**src/rtl/nes_mem_pkg.sv**
```systemverilog
// nes_mem_pkg: shared CPU memory-map constants and the OAM DMA state encoding.
package nes_mem_pkg;
   localparam logic [15:0] PPU_OAMDATA_ADDR = 16'h2004;
   localparam logic [15:0] OAM_DMA_ADDR     = 16'h4014;
   localparam logic [15:0] IO_BASE          = 16'h4000;
   localparam logic [15:0] EXP_BASE         = 16'h4020;
   typedef enum logic [2:0] {IDLE, HALT, ALIGN, READ, WRITE} dma_state_t;
endpackage

```
**src/rtl/oam_dma_ctrl.sv**
```systemverilog
// oam_dma_ctrl: CPU bus master that stalls the CPU and copies one 256-byte page to OAMDATA.
// Optional OAM_DMA_DONE_PULSE_EN adds a one-cycle dma_done pulse on completion.
module oam_dma_ctrl
   import nes_mem_pkg::*;
#(
   parameter logic [15:0] DMA_REG_ADDR = OAM_DMA_ADDR,
   parameter logic [15:0] OAMDATA_ADDR = PPU_OAMDATA_ADDR,
   parameter int          XFER_LEN     = 256
) (
   input  logic        clk,
   input  logic        rst,
   input  logic [15:0] cpu_addr,
   input  logic [7:0]  cpu_wdata,
   input  logic        cpu_we,
   input  logic        cpu_re,
   output logic        cpu_rdy,
   output logic [15:0] bus_addr,
   output logic [7:0]  bus_wdata,
   output logic        bus_we,
   output logic        bus_re,
   input  logic [7:0]  bus_rdata,
   output logic        dma_busy
`ifdef OAM_DMA_DONE_PULSE_EN
   ,output logic       dma_done
`endif
);
   dma_state_t state_q, state_d;
   logic [7:0] cnt_q, cnt_d, page_q, page_d, data_q, data_d;
   logic       parity_q, idle, trig, last;
   assign idle = state_q == IDLE;
   assign trig = idle && cpu_we && cpu_addr == DMA_REG_ADDR;
   assign last = cnt_q == 8'(XFER_LEN - 1);
   always_comb begin
      state_d = state_q;
      cnt_d   = cnt_q;
      page_d  = page_q;
      data_d  = data_q;
      case (state_q)
         IDLE: if (trig) begin
            state_d = HALT;
            page_d  = cpu_wdata;
            cnt_d   = '0;
         end
         HALT:  state_d = parity_q ? ALIGN : READ;
         ALIGN: state_d = READ;
         READ: begin
            data_d  = bus_rdata;
            state_d = WRITE;
         end
         WRITE: begin
            cnt_d   = cnt_q + 8'd1;
            state_d = last ? IDLE : READ;
         end
         default: state_d = IDLE;
      endcase
   end
   // Outside IDLE the bus depends only on registered state, so CPU strobes cannot leak through
   always_comb begin
      bus_addr  = idle ? cpu_addr : state_q == WRITE ? OAMDATA_ADDR : {page_q, cnt_q};
      bus_wdata = idle ? cpu_wdata : data_q;
      bus_we    = idle ? cpu_we && !trig : state_q == WRITE;
      bus_re    = idle ? cpu_re : state_q == READ;
      cpu_rdy   = idle;
      dma_busy  = !idle;
   end
   always_ff @(posedge clk or negedge rst) begin
      if (!rst) begin
         state_q  <= IDLE;
         cnt_q    <= '0;
         page_q   <= '0;
         data_q   <= '0;
         parity_q <= 1'b0;
      end else begin
         state_q  <= state_d;
         cnt_q    <= cnt_d;
         page_q   <= page_d;
         data_q   <= data_d;
         parity_q <= !parity_q;
      end
   end
`ifdef OAM_DMA_DONE_PULSE_EN
   logic done_q;
   always_ff @(posedge clk or negedge rst) begin
      if (!rst) done_q <= 1'b0;
      else      done_q <= state_q == WRITE && last;
   end
   assign dma_done = done_q;
`endif
endmodule
```
**config.mk**
```make
export PLATFORM = sky130hd
export DESIGN_NAME = oam_dma_ctrl
export DESIGN_NICKNAME = d
export VERILOG_FILES = /design/src/rtl/nes_mem_pkg.sv /design/src/rtl/oam_dma_ctrl.sv
export SDC_FILE = /design/constraint.sdc
export NUM_CORES = 1
export LEC_CHECK = 0
export ABC_AREA = 1
export CORE_MARGIN = 3
export CORE_UTILIZATION = 47
export CTS_CLUSTER_SIZE = 10
export DETAILED_ROUTE_END_ITERATION = 10
export GPL_TIMING_DRIVEN = 1
export PLACE_DENSITY = 0.85
export SLEW_MARGIN = 20
export SYNTH_ARGS = -nofsm -noshare
export SYNTH_HDL_FRONTEND = slang
export SYNTH_SLANG_ARGS = --single-unit
```
**constraint.sdc**
```tcl
create_clock -name clk -period 2.6 [get_ports clk]
set_input_delay 0.26 -clock clk [delete_from_list [all_inputs] [get_ports clk]]
set_output_delay 0.26 -clock clk [all_outputs]
set_load 0.02 [all_outputs]
```
==> reports/results.txt, run 1 <==
kind of start point of the critical path: flip-flop
mean cell area of the mapped netlist: 7.52 um2
via count of the first global-routing pass: 1619
insertion delay of the later-clocked pin in the worst-skew pair: 0.32 ns
RSZ-0062 raised after global routing: false
Tightest Pin Transition: 0.398 ns
Nets: 321
CP endpoint kind: output pin
leading cell type by number of instances after synthesis: sky130_fd_sc_hd__nand2_1
I/O pin count: 64
count of hold buffers inserted by post-cts repair: 0
slowest cell delay on critical path: 0.61 ns
Mapped Area: 0.00163 mm2
period utilization: 0.934
antenna diode count: 0
cell area after placement: 0.00230 mm2
drt via density: 5.11
ranking of synthesized cells by area: sky130_fd_sc_hd__dfrtp_1 43%, sky130_fd_sc_hd__nand2_1 17%, sky130_fd_sc_hd__inv_1 6.4%
CTS clk-pin slew, worst paths: 0.15 ns
Min-Delay Path Class: in2async
final weighted congestion in routability-driven placement: 0.905
ordered list of cells on the worst path: nor2_4 -> nand2_4 -> clkinvlp_4 -> buf_4 -> a22o_1 -> clkdlybuf4s50_1
largest net degree at the start of global routing: 29
portion of the post-synthesis area used by sequential elements: 0.429
number of detailed-routing iterations run before antenna repair: 4
post-synth cell types: 25
wire length of the first global-routing pass: 7320 um
share of Yosys cell area claimed by the top area cell type: 0.429
total count of hold-check failures in the final report: 0
final number of setup-violating endpoints: 0
vias post-DR: 1671
Detailed Route WL: 4410 um
Post-Route Skew: 0.00145 ns
initial core utilization: 0.514
remaining number of nets flagged by the antenna check after routing: 0
PortBufs: 63
VDD IR max: 764 uV
clk sink count: 28
Max Clk Rate: 0.412 GHz
grt ovf: 0
antenna violations before repair: 0
area of the die: 0.00422 mm2
result of the run: completed
maximum buffer depth of the clock tree: 2
total negative setup slack: 0 ns
number of placement rows: 20
CTS tree: built
ratio of total power to cell area: 969 mW/mm2
final critical delay including setup and external delays: 2.43 ns
Placeable Area: 0.00318 mm2
library cell used as clock root buffer: sky130_fd_sc_hd__clkbuf_4
number of max-capacitance violations reported: 0
DRC violation count after routing: 0
post-synthesis register bit count: 28
initial detailed-routing violation count: 106
Crit path arrival time: 2.17 ns
FF+latch area: 702 um2
Die Width: 64.9 um
post-synth top area cell: sky130_fd_sc_hd__dfrtp_1
count of warnings emitted by yosys: 0
Top FF cell, synth: sky130_fd_sc_hd__dfrtp_1
Worst slew margin: 0.734
most frequent cells after synthesis: 73 x sky130_fd_sc_hd__nand2_1, 28 x sky130_fd_sc_hd__dfrtp_1, 28 x sky130_fd_sc_hd__inv_1
critical path's slowest cell: sky130_fd_sc_hd__clkdlybuf4s50_1
final HPWL from detailed placement: 3320 um
fill cell total of the finished layout: 266
Async S/R FF share, synth: 1.00
fraction of layout cells with a size suffix above 1: 0.106
synthesized netlist net count: 254
# H-tree levels: 1
Crit Path Max Fanout: 23
overall track demand over capacity in global routing: 0.219
WL/cell: 13.5 um
leakage dissipation: 0.00113 uW
kind of critical path: reg2out
Die Span Y: 64.9 um
number of enable-type register cells in the synthesized netlist: 0
post-synthesis instance total: 217
post-route cell area: 0.00235 mm2
area occupied by multi-input gates: 772 um2
fin. max-slew vios: 0
layout overhead on the synthesized area: 44.1%
required time of the critical path: 2.34 ns
total clock buffers created by CTS: 3
## worst max-delay path, delay by kind of cell (launching register included)
kind | cells | cell delay [ns]
AND/OR/NAND/NOR | 2 | 0.32
buffers and inverters | 3 | 0.91
AO/OA/AOI/OAI | 1 | 0.16
flip-flops | 1 | 0.45
## state kept, by name (all words and copies together) (netlist names)
| name | cells |
|---|---|
| cnt_q | 8 |
| data_q | 8 |
| page_q | 8 |
| state_q | 3 |
| parity_q | 1 |
## what timing repair did
action                     in CTS  in global routing
setup endpoints to repair      12                  3
buffers inserted                2                  0
resized for setup               1                  1
## metrics by stage
step | setup slack, ns | utilization | hold WS, ns | power, uW | instances
2_1_floorplan | 1.00 | - | -0.0356 | 1420 | 217
3_5_place_dp | 0.343 | 0.723 | 0.400 | 2030 | 321
6_report | 0.172 | 0.741 | 0.292 | 2280 | 327
4_1_cts | 0.129 | 0.740 | 0.292 | 2280 | 327
3_3_place_gp | 0.402 | 0.723 | 0.394 | 2010 | 321
5_1_grt | 0.000882 | 0.741 | 0.296 | 2450 | 327
## layer usage
layer	wire, um	vias to the layer above	GRT usage
li1	-	825	-
met1	1850	761	0.275
met2	2190	75	0.375
met3	287	10	0.0416
met4	80	0	0.0712
met5	0	-	0
## power by group
part | internal (uW) | leakage [uW] | switching (uW)
clock network | 85.6 | 0.0000210 | 128
registers | 538 | 0.000365 | 90.2
logic | 621 | 0.000740 | 818
## cell usage in the layout (no fill, tap or decap), drive strengths merged
cell type / count
a21oi: 3
a22o: 6
a31o: 1
buf: 5
clkbuf: 4
clkdlybuf4s50: 63
clkinvlp: 1
dfrtp: 28
ha: 1
inv: 30
nand2: 75
nand3: 17
nand4: 1
nor2: 16
nor3: 1
o21ai: 27
o22ai: 3
xor2: 1
## area by class of cell
| type | instances | area share |
|---|---|---|
| clock buffer | 4 | 0.0154 |
| inverter | 31 | 0.0510 |
| multi-input combinational | 152 | 0.328 |
| sequential | 28 | 0.298 |
| tap | 44 | 0.0234 |
| timing repair buffer | 68 | 0.284 |
## kinds of logic (layout without fill, tap and decap cells)
kind of cell / after synthesis / count (layout) / share of synthesized area
simple gates: 110 / 110 / 0.298
compound gates: 40 / 40 / 0.162
buf+inv: 37 / 103 / 0.0981
flops: 28 / 28 / 0.429
fa+ha+maj: 1 / 1 / 0.00766
xor+xnor: 1 / 1 / 0.00536
## final timing paths
| check | startpoint | end | slack [ns] | cells after the start |
|---|---|---|---|---|
| worst max-delay path | state_q[0] | bus_addr[8] | 0.17 | 6 |
| worst min-delay path | rst | cnt_q[0] | 0.29 | 2 |
| worst max register to register | state_q[0] | page_q[2] | 1.09 | 7 |
| worst min register to register | parity_q | parity_q | 0.42 | 1 |
| max in group asynchronous | rst | state_q[2] | 2.03 | 2 |
| min in group clk | parity_q | parity_q | 0.42 | 1 |
(Power assumes the default switching activity.)
==> inputs of run 2 (changes only) <==
--- a/config.mk
+++ b/config.mk
@@ -10,6 +10,7 @@
 export CORE_UTILIZATION = 47
 export CTS_CLUSTER_SIZE = 10
 export DETAILED_ROUTE_END_ITERATION = 10
+export GPL_ROUTABILITY_DRIVEN = 0
 export GPL_TIMING_DRIVEN = 1
 export PLACE_DENSITY = 0.85
 export SLEW_MARGIN = 20
==> results of run 2 <==
Final layout, timing and power as in run 1 (identical DEF).
